$ cat config.mk
export PLATFORM = sky130hd
export DESIGN_NAME = attn_value_mac
export DESIGN_NICKNAME = d
export VERILOG_FILES = /design/src/rtl/mha_pkg.sv /design/src/rtl/attn_mac_lane.sv /design/src/rtl/attn_value_mac.sv
export SDC_FILE = /design/constraint.sdc
export NUM_CORES = 2
export LEC_CHECK = 0
export CORE_UTILIZATION = 55
export CTS_BUF_LIST = sky130_fd_sc_hd__clkbuf_8
export CTS_CLUSTER_SIZE = 28
export DETAILED_ROUTE_END_ITERATION = 10
export PLACE_DENSITY = 0.83
export SYNTH_ARGS = -nofsm -noshare
export SYNTH_HDL_FRONTEND = slang
export SYNTH_SLANG_ARGS = --single-unit
$ cat constraint.sdc
create_clock -name I_CLK -period 12.2 [get_ports I_CLK]
set_input_delay 2.44 -clock I_CLK [delete_from_list [all_inputs] [get_ports I_CLK]]
set_output_delay 2.44 -clock I_CLK [all_outputs]
set_load 0.01 [all_outputs]
$ cat src/rtl/mha_pkg.sv
// Shared MHA datapath definitions: widths, attention-value FSM states and the
// accumulator-to-Q2.13 conversion. ATTN_ROUND_EN selects round-half-up instead of floor.
package mha_pkg;

   localparam int D_W    = 16;
   localparam int FRAC_W = 13;
   localparam int NUM    = 4;
   localparam int DIM    = 4;
   localparam int CNT_W  = (NUM > 1) ? $clog2(NUM) : 1;
   localparam int ACC_W  = 2 * D_W + $clog2(NUM);

   typedef enum logic [1:0] {
      IDLE = 2'd0,
      ACC  = 2'd1,
      OUT  = 2'd2
   } state_e;

   // Clamp bounds carry one extra bit so the rounding add can never wrap.
   localparam logic signed [ACC_W:0] SAT_MAX = {{(ACC_W + 2 - D_W){1'b0}}, {(D_W - 1){1'b1}}};
   localparam logic signed [ACC_W:0] SAT_MIN = {{(ACC_W + 2 - D_W){1'b1}}, {(D_W - 1){1'b0}}};
`ifdef ATTN_ROUND_EN
   localparam logic signed [ACC_W:0] RND_HALF = {{(ACC_W - FRAC_W + 1){1'b0}}, 1'b1, {(FRAC_W - 1){1'b0}}};
`endif

   function automatic logic [D_W-1:0] sat_round(input logic signed [ACC_W-1:0] acc);
      logic signed [ACC_W:0] ext;
      ext = {acc[ACC_W-1], acc};
`ifdef ATTN_ROUND_EN
      ext = ext + RND_HALF;
`endif
      ext = ext >>> FRAC_W;
      if (ext > SAT_MAX) begin
         return SAT_MAX[D_W-1:0];
      end else if (ext < SAT_MIN) begin
         return SAT_MIN[D_W-1:0];
      end else begin
         return ext[D_W-1:0];
      end
   endfunction

endpackage

$ cat src/rtl/attn_mac_lane.sv
// One output-dimension MAC lane: accumulates P*V products (Q4.26) and presents
// the rounded/saturated Q2.13 value of its accumulator.
module attn_mac_lane
   import mha_pkg::*;
(
   input  logic           clk,
   input  logic           rst,
   input  logic           clr,
   input  logic           en,
   input  logic [D_W-1:0] p_op,
   input  logic [D_W-1:0] v_op,
   output logic [D_W-1:0] res
);

   logic signed [2*D_W-1:0] prod;
   logic signed [ACC_W-1:0] acc_d;
   logic signed [ACC_W-1:0] acc_q;

   always_comb begin
      prod  = $signed(p_op) * $signed(v_op);
      acc_d = acc_q;
      if (clr) begin
         acc_d = '0;
      end else if (en) begin
         acc_d = acc_q + ACC_W'(prod);
      end
   end

   always_ff @(posedge clk or posedge rst) begin
      if (rst) begin
         acc_q <= '0;
      end else begin
         acc_q <= acc_d;
      end
   end

   assign res = sat_round(acc_q);

endmodule

$ cat src/rtl/attn_value_mac.sv
// Attention-value stage: latches one probability vector, accumulates NUM value rows
// into DIM lanes and emits O = sum_j P[j]*V[j] as Q2.13. Rounding mode: ATTN_ROUND_EN.
// Handshake: a transfer happens on a rising edge where valid and ready are both high;
// valid is ignored while ready is low. Vectors are packed with element 0 in the LSBs.
module attn_value_mac
   import mha_pkg::*;
(
   input  logic                 I_CLK,
   input  logic                 I_RST,
   input  logic                 I_P_VLD,
   output logic                 O_P_RDY,
   input  logic [NUM*D_W-1:0]   I_P,
   input  logic                 I_V_VLD,
   output logic                 O_V_RDY,
   input  logic [DIM*D_W-1:0]   I_V,
   output logic                 O_VLD,
   output logic [DIM*D_W-1:0]   O_DATA,
   output logic [1:0]           O_DBG_STATE
);

   state_e               state_d, state_q;
   logic [CNT_W-1:0]     cnt_d, cnt_q;
   logic [NUM*D_W-1:0]   p_d, p_q;
   logic                 o_vld_d, o_vld_q;
   logic [DIM*D_W-1:0]   o_data_d, o_data_q;
   logic                 lane_clr;
   logic                 lane_en;
   logic [D_W-1:0]       p_sel;
   logic [DIM*D_W-1:0]   lane_res;

   always_comb begin
      state_d  = state_q;
      cnt_d    = cnt_q;
      p_d      = p_q;
      o_vld_d  = 1'b0;
      o_data_d = o_data_q;
      lane_clr = 1'b0;
      lane_en  = 1'b0;
      O_P_RDY  = 1'b0;
      O_V_RDY  = 1'b0;
      p_sel    = p_q[int'(cnt_q) * D_W +: D_W];
      case (state_q)
         IDLE: begin
            O_P_RDY = 1'b1;
            if (I_P_VLD) begin
               p_d      = I_P;
               cnt_d    = '0;
               lane_clr = 1'b1;
               state_d  = ACC;
            end
         end
         ACC: begin
            O_V_RDY = 1'b1;
            if (I_V_VLD) begin
               lane_en = 1'b1;
               if (cnt_q == CNT_W'(NUM - 1)) begin
                  cnt_d   = '0;
                  state_d = OUT;
               end else begin
                  cnt_d = cnt_q + 1'b1;
               end
            end
         end
         OUT: begin
            // Lanes are idle here, so their outputs already hold the final sums.
            o_vld_d  = 1'b1;
            o_data_d = lane_res;
            state_d  = IDLE;
         end
         default: begin
            state_d = IDLE;
         end
      endcase
   end

   always_ff @(posedge I_CLK or posedge I_RST) begin
      if (I_RST) begin
         state_q  <= IDLE;
         cnt_q    <= '0;
         p_q      <= '0;
         o_vld_q  <= 1'b0;
         o_data_q <= '0;
      end else begin
         state_q  <= state_d;
         cnt_q    <= cnt_d;
         p_q      <= p_d;
         o_vld_q  <= o_vld_d;
         o_data_q <= o_data_d;
      end
   end

   for (genvar d = 0; d < DIM; d++) begin : g_lane
      attn_mac_lane u_lane (
         .clk  (I_CLK),
         .rst  (I_RST),
         .clr  (lane_clr),
         .en   (lane_en),
         .p_op (p_sel),
         .v_op (I_V[d*D_W +: D_W]),
         .res  (lane_res[d*D_W +: D_W])
      );
   end

   assign O_VLD       = o_vld_q;
   assign O_DATA      = o_data_q;
   assign O_DBG_STATE = state_q;

endmodule

==> summary.md <==
| Metric | Value |
|---|---|
| Status | finished, final reports clean |
| Core area | 99,900 um2 |
| CP most frequent cell | fa_1 |
| Detail Route Antenna Nets | 0 |
| CP max FO | 16 |
| Fmax | 0.112 GHz |
| Slew margin rel. | 20.2% |
| CP Cell Sequence | clkdlybuf4s50_1 > nand2_1 > inv_1 > fa_1 > fa_1 > fa_1 > fa_1 > fa_1 > inv_1 > fa_1 > inv_1 > ha_1 > nand3_1 > or4_1 > o31ai_2 > a41oi_2 > a21oi_1 > a21oi_1 > xor2_1 > o21ai_1 |
| Fin util | between 50% and 60% |
| GPL Wtd Cong | 0.910 |
| Setup Skew | 50.9 ps |
| TritonCTS clock tree | yes |
| Die extent in x | 319 um |
| CTS clk-pin slew, worst paths | 70 ps |
| Num CTS Buffers | 53 |
| Mapped Cells | 5,928 |
| Max Slew Vio Count | 0 |
| CP required | around 13,000 ps |
| CP Launch Type | input port |
| Async set-reset flop share out of synthesis | 100% |
| DRC | 0 |
| H-tree levels | 2 |
| Hold/Removal Path Class | register to register |
| Largest stage delay on the critical path | 930 ps |
| Crit share post-route | 73.3% |
| Vias/cell | 5.51 |
| Seq/Total Area, Yosys | 12.2% |
| GRT Resource Usage Total | 27.7% |
| Final TNS setup | 0 ps |
| DR vias | between 40,000 and 50,000 |
| Ratio of cells with drive above 1 in the final layout | 2.60% |
| Gr ovfl total | 0 |
| Dpl hpwl | ~100,000 um |
| DRT iter0 DRCs | 2,769 |
| Clock buffer depth | 3 |
| # port buffers | 200 |
| Vias in the first global route | 45,222 |
| Global-route wire length before repair | 226,000 um |
| CP Class | input port to register |
| Critical Path Slowest Stage Cell | clkdlybuf4s50_1 |
| Post-cts resize count | 0 |
| WP data arrival | 9460 ps |
| RSZ-0062 raised after global routing | no |
| First-pass detailed-route iteration total | 8 |
| WL final | 134,000 um |
| # setup viols final | 0 |
| Nature of the critical path endpoint | register |
| Min cycle time layout | approximately 9000 ps |
| Std cell rows | 116 |
| I/O pin cnt | 201 |
| Post-synthesis cell type count | between 70 and 80 |
| Clock Latency Late Sink | 720 ps |
| Final nets | about 7,700 |
| Area of the mapped netlist | ~55,000 um2 |
| Die footprint | roughly 100,000 um2 |
| Mean Syn Cell Area | 9.34 um2 |
| Net Count, Synth | 7,689 |
| Synth-to-Final Area Change | 7.55% |
| Synthesis-stage register bit count | 269 |
| Initial core utilization | 55.5% |
| DR WL/cell | 18.3 um |
| Main synth FF type | dfrtp_1 |
| # fillers | approximately 8,000 |
| Worst-Margin Slew | 1200 ps |
| Setup Buffers After CTS | 0 |
| Post-CTS Hold Buffers | 0 |
| Number of max-cap violations | 0 |
| YS warnings | 0 |
| Die Ht | 319 um |
| Clock root cell | clkbuf_8 |
| CTS Sinks | 269 |
| Hold Fails Final Rpt | 0 |
| Post-synth EDFFs | 0 |
| Largest net degree at the start of global routing | 151 |
| Initial antenna violation count | 12 |
-- area by class of cell --
| cell class | instances | area, um2 | area share, % |
|---|---|---|---|
| Clock inverter | 33 | 364 | 0.611 |
| Antenna cell | 5 | 12.5 | 0.0210 |
| Clock buffer | 65 | 895 | 1.50 |
| Sequential cell | 269 | 6730 | 11.3 |
| Tap cell | 1298 | 1620 | 2.73 |
| Multi-Input combinational cell | 4011 | 42500 | 71.3 |
| Inverter | 1390 | 5230 | 8.77 |
| Timing Repair Buffer | 229 | 2230 | 3.75 |
-- registers in the layout (all words and copies together), names as in the netlist --
name / count
O_DBG_STATE: 2
O_VLD: 1
p_q: 64
O_DATA: 64
cnt_q: 2
g_lane.u_lane.acc_q: 136
-- cell usage after synthesis, types with 3 or more instances --
master / instances / share of area (%)
o21ai_0: 199 / 1.8
dfrtp_1: 269 / 12
o31a_1: 3 / 0.047
xnor2_1: 92 / 1.5
o21ai_1: 10 / 0.090
mux4_2: 16 / 0.65
inv_1: 1390 / 9.4
clkbuf_1: 241 / 1.6
and3_1: 7 / 0.079
nand4_1: 11 / 0.12
o211ai_1: 11 / 0.15
o21a_1: 24 / 0.33
buf_1: 11 / 0.075
xor2_1: 51 / 0.81
nor3b_1: 10 / 0.14
nor2_1: 114 / 0.77
a21oi_1: 167 / 1.5
a21o_1: 52 / 0.70
nand3_1: 26 / 0.23
a211o_1: 3 / 0.047
or3_1: 5 / 0.056
o21bai_1: 14 / 0.19
nand2b_1: 19 / 0.21
o311ai_0: 3 / 0.047
nor2b_1: 16 / 0.18
fa_1: 1220 / 44
a22o_1: 25 / 0.40
a211oi_1: 13 / 0.18
o41ai_1: 3 / 0.047
ha_1: 409 / 9.2
nor3_1: 15 / 0.14
mux2i_1: 7 / 0.13
nor4_1: 3 / 0.034
buf_2: 4 / 0.036
a31oi_1: 16 / 0.18
nand2_1: 911 / 6.2
a32o_1: 5 / 0.090
or4_1: 4 / 0.054
o31ai_1: 7 / 0.095
and2_1: 477 / 5.4
-- through the flow --
| stage | instance area (um2) | hold WS, ps | worst slack (ps) | instances |
|---|---|---|---|---|
| after floorplan | 55400 | 440 | 2350 | 5928 |
| after global placement | 58300 | 454 | 2930 | 7197 |
| after detailed placement | 58300 | 461 | 2690 | 7197 |
| after CTS | 59500 | 477 | 3420 | 7295 |
| after global routing | 59600 | 491 | 2940 | 7298 |
| final | 59600 | 472 | 3260 | 7300 |
-- logic make-up (layout without fill, tap and decap cells) --
group | after synthesis | count (layout) | synth area share [%]
AND/OR/NAND/NOR | 1625 | 1625 | 13.7
other | 0 | 5 | 0
XOR/XNOR | 143 | 143 | 2.26
AO/OA/AOI/OAI | 591 | 591 | 6.58
buffers and inverters | 1648 | 1717 | 11.2
adder cells (fa/ha/maj) | 1629 | 1629 | 53.3
multiplexers | 23 | 23 | 0.777
flip-flops | 269 | 269 | 12.2
-- cells in the final DEF, fill, tap and decap left out, drive strengths merged, types with 15 or more instances in the layout --
cell,count
xnor2,92
nor2,114
inv,1401
a22o,25
a21o,52
nand3,26
fa,1220
o21ai,210
a21oi,167
nor2b,16
dfrtp,269
nor3,15
and2,477
nand2,912
buf,29
ha,409
mux4,16
a31oi,17
clkbuf,65
xor2,51
clkdlybuf4s50,200
o21a,24
nand2b,19
-- routing by layer --
| layer | vias to the layer above | routed length [um] | track usage, % |
|---|---|---|---|
| li1 | 17641 | - | - |
| met1 | 20664 | 50100 | 34.3 |
| met2 | 1531 | 68700 | 48.7 |
| met3 | 349 | 9280 | 3.96 |
| met4 | 14 | 5590 | 11.3 |
| met5 | - | 94 | 0 |
-- critical path: cells and delay by family --
family	cells	cell delay, ps
xor+xnor	1	140
compound gates	5	980
buf+inv	4	1190
simple gates	3	940
fa+ha+maj	7	3740
-- path summary, 6_finish.rpt --
path,start,endpoint,slack [ps],cells after the start
hold / removal,O_DATA[63],O_DATA[63],470,2
max in group asynchronous,I_RST,O_DATA[3],8420,3
setup / recovery,I_V[1],g_lane[0].u_lane.acc_q[31],3260,20
hold reg to reg,O_DATA[63],O_DATA[63],470,2
setup reg to reg,cnt_q[1],g_lane[0].u_lane.acc_q[31],3610,21
min in group asynchronous,I_RST,g_lane[2].u_lane.acc_q[2],2300,2
Power is left out: the tool's default activity adds up to more than one toggle a clock period on the data nets, which glitch-free logic cannot reach.
